$ cat config.mk
export PLATFORM = sky130hd
export DESIGN_NAME = clk_div_arbiter
export DESIGN_NICKNAME = d
export VERILOG_FILES = /design/src/rtl/clk_div_arbiter.sv
export SDC_FILE = /design/constraint.sdc
export NUM_CORES = 1
export LEC_CHECK = 0
export CAP_MARGIN = 30
export CORE_MARGIN = 2
export CORE_UTILIZATION = 43
export DETAILED_ROUTE_END_ITERATION = 10
export PLACE_DENSITY = 0.87
export SLEW_MARGIN = 0
export SYNTH_ARGS = -nofsm -noshare
export SYNTH_HDL_FRONTEND = slang
export SYNTH_SLANG_ARGS = --single-unit
$ cat constraint.sdc
create_clock -name clk -period 2.03 [get_ports clk]
set_clock_uncertainty 0.05 [all_clocks]
set_input_delay 0.406 -clock clk [delete_from_list [all_inputs] [get_ports clk]]
set_output_delay 0.406 -clock clk [all_outputs]
set_load 0.05 [all_outputs]
$ cat src/rtl/clk_div_arbiter.sv
// Round-robin shared interval timer: grants one requester at a time, counts
// its len+1 cycle interval down and pulses done back to that owner.
module clk_div_arbiter #(
  parameter int NREQ = 4,
  parameter int W    = 8
) (
  input  logic              clk,
  input  logic              rst,
  input  logic [NREQ-1:0]   req,
  input  logic [NREQ*W-1:0] len,
  output logic [NREQ-1:0]   gnt,
  output logic [NREQ-1:0]   done,
  output logic              busy
);

  localparam int SW = $clog2(NREQ);
  localparam int unsigned N = NREQ;
  localparam logic [NREQ-1:0] ONE = NREQ'(1);
  localparam logic [SW-1:0] LAST = SW'(NREQ - 1);

  typedef enum logic [1:0] {IDLE, COUNT, DONE} state_t;

  state_t          state;
  logic [W-1:0]    count;
  logic [SW-1:0]   sel;
  logic [SW-1:0]   ptr;
  logic [SW-1:0]   winner;
  logic            found;
  logic [SW-1:0]   sel_next;
  logic [W-1:0]    len_arr [NREQ];

  for (genvar g = 0; g < NREQ; g++) begin : g_len
    assign len_arr[g] = len[g*W +: W];
  end

  // Scan ptr, ptr+1, ... wrapping at NREQ; first set bit wins.
  always_comb begin
    int unsigned   k;
    logic [SW-1:0] idx;
    winner = ptr;
    found  = 1'b0;
    k      = 0;
    idx    = '0;
    for (int unsigned i = 0; i < N; i++) begin
      k = 32'(ptr) + i;
      if (k >= N) k = k - N;
      idx = SW'(k);
      if (!found && req[idx]) begin
        winner = idx;
        found  = 1'b1;
      end
    end
  end

  assign sel_next = (sel == LAST) ? '0 : sel + 1'b1;

  always_ff @(posedge clk) begin
    if (rst) begin
      state <= IDLE;
      gnt   <= '0;
      done  <= '0;
      busy  <= 1'b0;
      count <= '0;
      sel   <= '0;
      ptr   <= '0;
    end else begin
      case (state)
        IDLE: begin
          if (found) begin
            sel   <= winner;
            count <= len_arr[winner];
            gnt   <= ONE << winner;
            busy  <= 1'b1;
            state <= COUNT;
          end
        end
        COUNT: begin
          if (!req[sel]) begin
            gnt   <= '0;
            busy  <= 1'b0;
            ptr   <= sel_next;
            state <= IDLE;
          end else if (count == '0) begin
            // gnt is already onehot(sel), so it doubles as the done mask.
            done  <= gnt;
            state <= DONE;
          end else begin
            count <= count - 1'b1;
          end
        end
        DONE: begin
          gnt   <= '0;
          done  <= '0;
          busy  <= 1'b0;
          ptr   <= sel_next;
          state <= IDLE;
        end
        default: state <= IDLE;
      endcase
    end
  end

endmodule

After elaboration in Yosys (flattened, before gate mapping)
Index checks and enable logic that the tools add are counted.

word-level totals
  logic and storage cells = 99
  input port bits = 38
  flip-flop bits (word level) = 23

operators by class
  add/subtract/negate cells = 9
  mux-type cells = 45
  shift-type cells = 1
  reductions and logical operators = 17
  magnitude comparators = 10
  bitwise operators = 1
  eq/ne operators = 9

operators with widths
  cell                                                                  number
  8-bit 2-to-1 mux                                                      5
  2-bit 2-to-1 mux                                                      13
  8-bit binary-select mux with 2-bit select                             1
  4-bit 2-to-1 mux                                                      4
  8-bit one-hot mux with 2 select lines                                 1
  2-bit by 3-bit < comparator with 1-bit output, second input constant  5
  3-bit >= comparator, second input constant                            4
  4-bit one-hot mux with 3 select lines                                 1
  1-bit 2-to-1 mux                                                      11
  1-bit binary-select mux with 2-bit select                             5
  2-bit != test, second input constant                                  5
  8-bit logical NOT                                                     1
  2-bit one-hot mux with 2 select lines                                 2
  4-bit one-hot mux with 2 select lines                                 1
  2-bit by 1-bit subtractor with 2-bit output, second input constant    4
  8-bit by 1-bit subtractor with 8-bit output, second input constant    1
  2-bit by 2-bit adder with 3-bit output, second input constant         2
  2-bit AND reduction                                                   3
  3-bit AND reduction                                                   2
  2-bit == test, second input constant                                  2
  4-bit AND reduction                                                   1
  2-bit nonzero test                                                    2
  1-bit by 2-bit << shifter with 4-bit output, first input constant     1
  2-bit by 1-bit adder with 3-bit output, second input constant         1
  10 further kinds                                                      14

Logic depth before layout (Yosys ltp)
  depth in word-level cells = 20
  depth in mapped cells = 9
  depth with buffers taken out = 8

Worst setup path after synthesis
No wires, ideal clock.

  kind = input to register
  from = input req[3]
  to = register gnt[1]
  arrival = 1.960 ns
  stages on the path = 7
  setup slack = -0.050 ns
  path buffers = 1
  required time = 1.909 ns
  path through = buf_6 mux4_2 nand2_4 nand2_2 or2_4 or4_1 a21oi_1

on the way
  word-level cells in the longest chain between the ends = 15
  elaborated cells on any way between the ends = 30
  classes of those cells = eq/ne (2); shift (1); mux (20); reduce/logical (7)

RTL lines
  element                                      RTL line  source
  start: declaration                           9         input logic [NREQ-1:0] req,
  1-bit binary-select mux with 2-bit select    48        if (!found && req[idx]) begin
  1-bit 2-to-1 mux (not written as such)       48
  1-bit 2-to-1 mux                             48
  1-bit logical NOT                            48
  1-bit logical AND                            48
  1-bit 2-to-1 mux                             48
  1-bit logical NOT                            48
  1-bit logical AND                            48
  1-bit 2-to-1 mux                             48
  1-bit logical NOT                            48
  1-bit logical AND                            48
  2-bit 2-to-1 mux                             48
  1-bit by 2-bit << shifter with 4-bit output  72        gnt <= ONE << winner;
  4-bit 2-to-1 mux                             69        if (found) begin
  4-bit one-hot mux with 3 select lines        67        case (state)
  end signal: assignment                       72
  end: declaration                             11        output logic [NREQ-1:0] gnt,

Parallel ways exist; a longest one is shown, timed or not. The select of a mux whose other input is x is not followed.
A chain may end at the register's enable or synchronous reset.

Final worst setup path
  from = register count[0]
  to = register count[4]

on the way
  word-level cells in the longest chain between the ends = 4
  elaborated cells on any way between the ends = 7
  classes of those cells = add/sub (1); eq/ne (1); mux (3); reduce/logical (2)

RTL lines
  element                                      RTL line  source
  start: declaration                           24        logic [W-1:0] count;
  start signal: assignment                     71        count <= len_arr[winner];
  start signal: assignment                     88        count <= count - 1'b1;
  8-bit by 1-bit subtractor with 8-bit output  88
  8-bit 2-to-1 mux                             83        end else if (count == '0) begin
  8-bit 2-to-1 mux                             78        if (!req[sel]) begin
  8-bit one-hot mux with 2 select lines        67

Parallel ways exist; a longest one is shown, timed or not. The select of a mux whose other input is x is not followed.

==> out/results.ini <==
[yosys]
ys_ff_latch = 23
ys_seq_area_frac = 0.288
yosys_warnings = 0
ys.flop_type = dfxtp_1
ys_async_sr_fraction = 0
synth.distinct_cells = 49
avgSynthCellArea_sq_um = 8.51
synth_nets = 233
synth_edf_count = 0
synthesis.area_sq_um = 1600
syn_inst = 188

[global_routing]
track_usage = 0.237
grt_max_degree = 19
first_global_vias = 1689
antenna_found_initial = 0
grt_pass1_wl_um = 7810
grt-ovfl-total = 0

[timing]
slew_headroom = 0.664
fmax_mhz = 488
hold_slack_ns = 0.405
tns_ns = -0.0180
setup_slack_ns = -0.0177
rsz0062_at_grt = true
hold_viol_final = 0
worst_pin_slew_ns = 0.503
period_minus_slack_ns = 2.05
setup-violations-final = 2
drv_slew = 0
period_share = 1.01

[finish]
fillers = 266
final_core_util = 0.687
fin_area_sq_um = 2480
layout-drive-gt1-share = 0.279
syn_to_final_growth_pct = 54.9
finalNetCount = 311
antenna-diode-count = 0
instances_no_fill = 313

[pwr]
p_leak_nw = 1.04
seq_power_share = 0.235
power.switching_mw = 1.33
peakVddDrop_uv = 613
pwr-share-comb = 0.665
total_power_mw = 3.02
power.internal_mw = 1.70
power.density_nw_per_um2 = 1220
switching_share = 0.438
clockPowerShare = 0.100

[clock_network]
clock_sinks = 23
tritoncts = built
htreeDepth = 1
hold_buffers = 0
clkTransAtPathRegs_ns = 0.09
max-clock-path-buffers = 2
cts_made_buffers = 3
clockRootBuffer = clkbuf_8
clk_latency_ns = 0.28

[critical_path]
endpoint_kind = flip-flop
crit_chain = inv_2 > ha_4 > or3b_4 > o31ai_4 > buf_4 > or4_4 > a32oi_1 > a31oi_1
crit_arrival_ns = 2.16
critPathTopFamily = simple AND/OR/NAND/NOR gates
path_max_fanout = 4
path_class = reg -> reg
critical_path.slowest_cell = or4_4
path_buf_inv = 2
cpPeakStageDelay_ns = 0.46
worstPathRequired_ns = 2.14
cp-start-kind = flip-flop

[placement]
dp_cells = 304
numPortBuffers = 46
hpwl_um = 3420
preCtsSetupSlack_ns = -0.604
place.gp.congestion = 0.942
place_area_sq_um = 2310

[detailed_routing]
drtIter0Drc = 97
drc = 0
antenna_left = 0
vias = 1811
dr.pass1.iters = 4
avgRoutedWirePerCell_um = 15.6
routed_wl_um = 4870
via_per_inst = 5.79

[outcome]
violations = setup timing
status = finished with violations

[run]
cap_violations = 0

[floorplan]
fp.dieArea_sq_um = 4230
start_util = 0.444
placementRows = 22
core-area_sq_um = 3610
die_w_um = 65.0
die_h_um = 65.0
io_pins = 47

[hold_path]
worstHoldPathType = reg -> reg

-- flip-flops by register name, indices dropped and copies added, names as in the netlist --
register  count
sel           2
state         2
busy          1
count         8
ptr           2
gnt           4
done          4
-- cell usage in the layout (no fill, tap or decap), types with 5 or more instances in the layout --
| master | n |
|---|---|
| buf_4 | 33 |
| clkdlybuf4s50_1 | 42 |
| nand2_1 | 18 |
| ha_1 | 5 |
| nor3_1 | 6 |
| nor2_1 | 17 |
| a21oi_1 | 15 |
| inv_1 | 8 |
| mux2i_1 | 12 |
| nand4b_1 | 5 |
| dfxtp_1 | 20 |
-- power by group through the flow --
stage	combinational, mW	clock (mW)	sequential [mW]
after global routing	2.17	0.313	0.719
after CTS	1.81	0.298	0.696
final	2.01	0.303	0.711
after detailed placement	1.70	0	0.703
after floorplan	1.01	0	0.785
after global placement	1.67	0	0.698
-- Yosys cell counts (all sizes together) (4+ instances only) --
| cell | instances | area [sq um] |
|---|---|---|
| a21oi | 17 | 88.8 |
| buf | 4 | 33.8 |
| clkbuf | 5 | 18.8 |
| dfxtp | 23 | 460 |
| ha | 7 | 87.6 |
| inv | 10 | 37.5 |
| mux2i | 13 | 134 |
| nand2 | 21 | 88.8 |
| nand4b | 5 | 43.8 |
| nor2 | 17 | 63.8 |
| nor3 | 7 | 35.0 |
| o21ai | 5 | 25.0 |
| or4 | 4 | 33.8 |
-- cell type report --
type / instances / area (sq um) / area share
multi-input cells: 146 / 1130 / 0.458
repair buffers: 82 / 736 / 0.297
flip-flops and latches: 23 / 464 / 0.187
clock inverters: 1 / 5.00 / 0.00202
clock buffers: 3 / 41.3 / 0.0167
inverters: 10 / 37.5 / 0.0151
well taps: 48 / 60.1 / 0.0242
-- worst paths after layout --
path                                            start                     to  slack [ns]  cells after the start
worst max-delay path            count[0]$_SDFFE_PP0P_  count[4]$_SDFFE_PP0P_       -0.02                      8
worst min-delay path             done[3]$_SDFFE_PP0P_   done[3]$_SDFFE_PP0P_        0.41                      2
worst min register to register   done[3]$_SDFFE_PP0P_   done[3]$_SDFFE_PP0P_        0.41                      2
worst max register to register  count[0]$_SDFFE_PP0P_  count[4]$_SDFFE_PP0P_       -0.02                      8
-- worst min-delay path, delay by kind of cell, from the launching register on --
family / cells / cell delay, ns
flops: 1 / 0.32
simple gates: 1 / 0.05
compound gates: 1 / 0.05
-- per-layer routing --
| metal | vias to the layer above | track usage | wire, um | share of wire |
|---|---|---|---|---|
| met5 | - | 0 | 0 | 0 |
| met4 | 0 | 0.0718 | 139 | 0.029 |
| met3 | 14 | 0.0365 | 262 | 0.054 |
| met2 | 83 | 0.421 | 2420 | 0.50 |
| met1 | 866 | 0.294 | 2050 | 0.42 |
| li1 | 848 | - | - | - |
-- cell families (layout without fill, tap and decap cells) --
| logic type | Yosys count | count (layout) | share of synthesized area |
|---|---|---|---|
| and+or+nand+nor | 72 | 72 | 0.243 |
| adders and majority gates | 7 | 7 | 0.0547 |
| AOI/OAI and AO/OA | 46 | 46 | 0.200 |
| DFF | 23 | 23 | 0.288 |
| buffers and inverters | 19 | 96 | 0.0563 |
| muxes | 19 | 19 | 0.147 |
| xor gates and xnor gates | 2 | 2 | 0.0109 |
-- what timing repair did --
item	CTS	global route
cloned	0	0
setup endpoints to repair	15	14
gates resized for setup	10	24
pin swaps	3	10
setup buffers	3	2
Power figures use the tool's default switching activity.
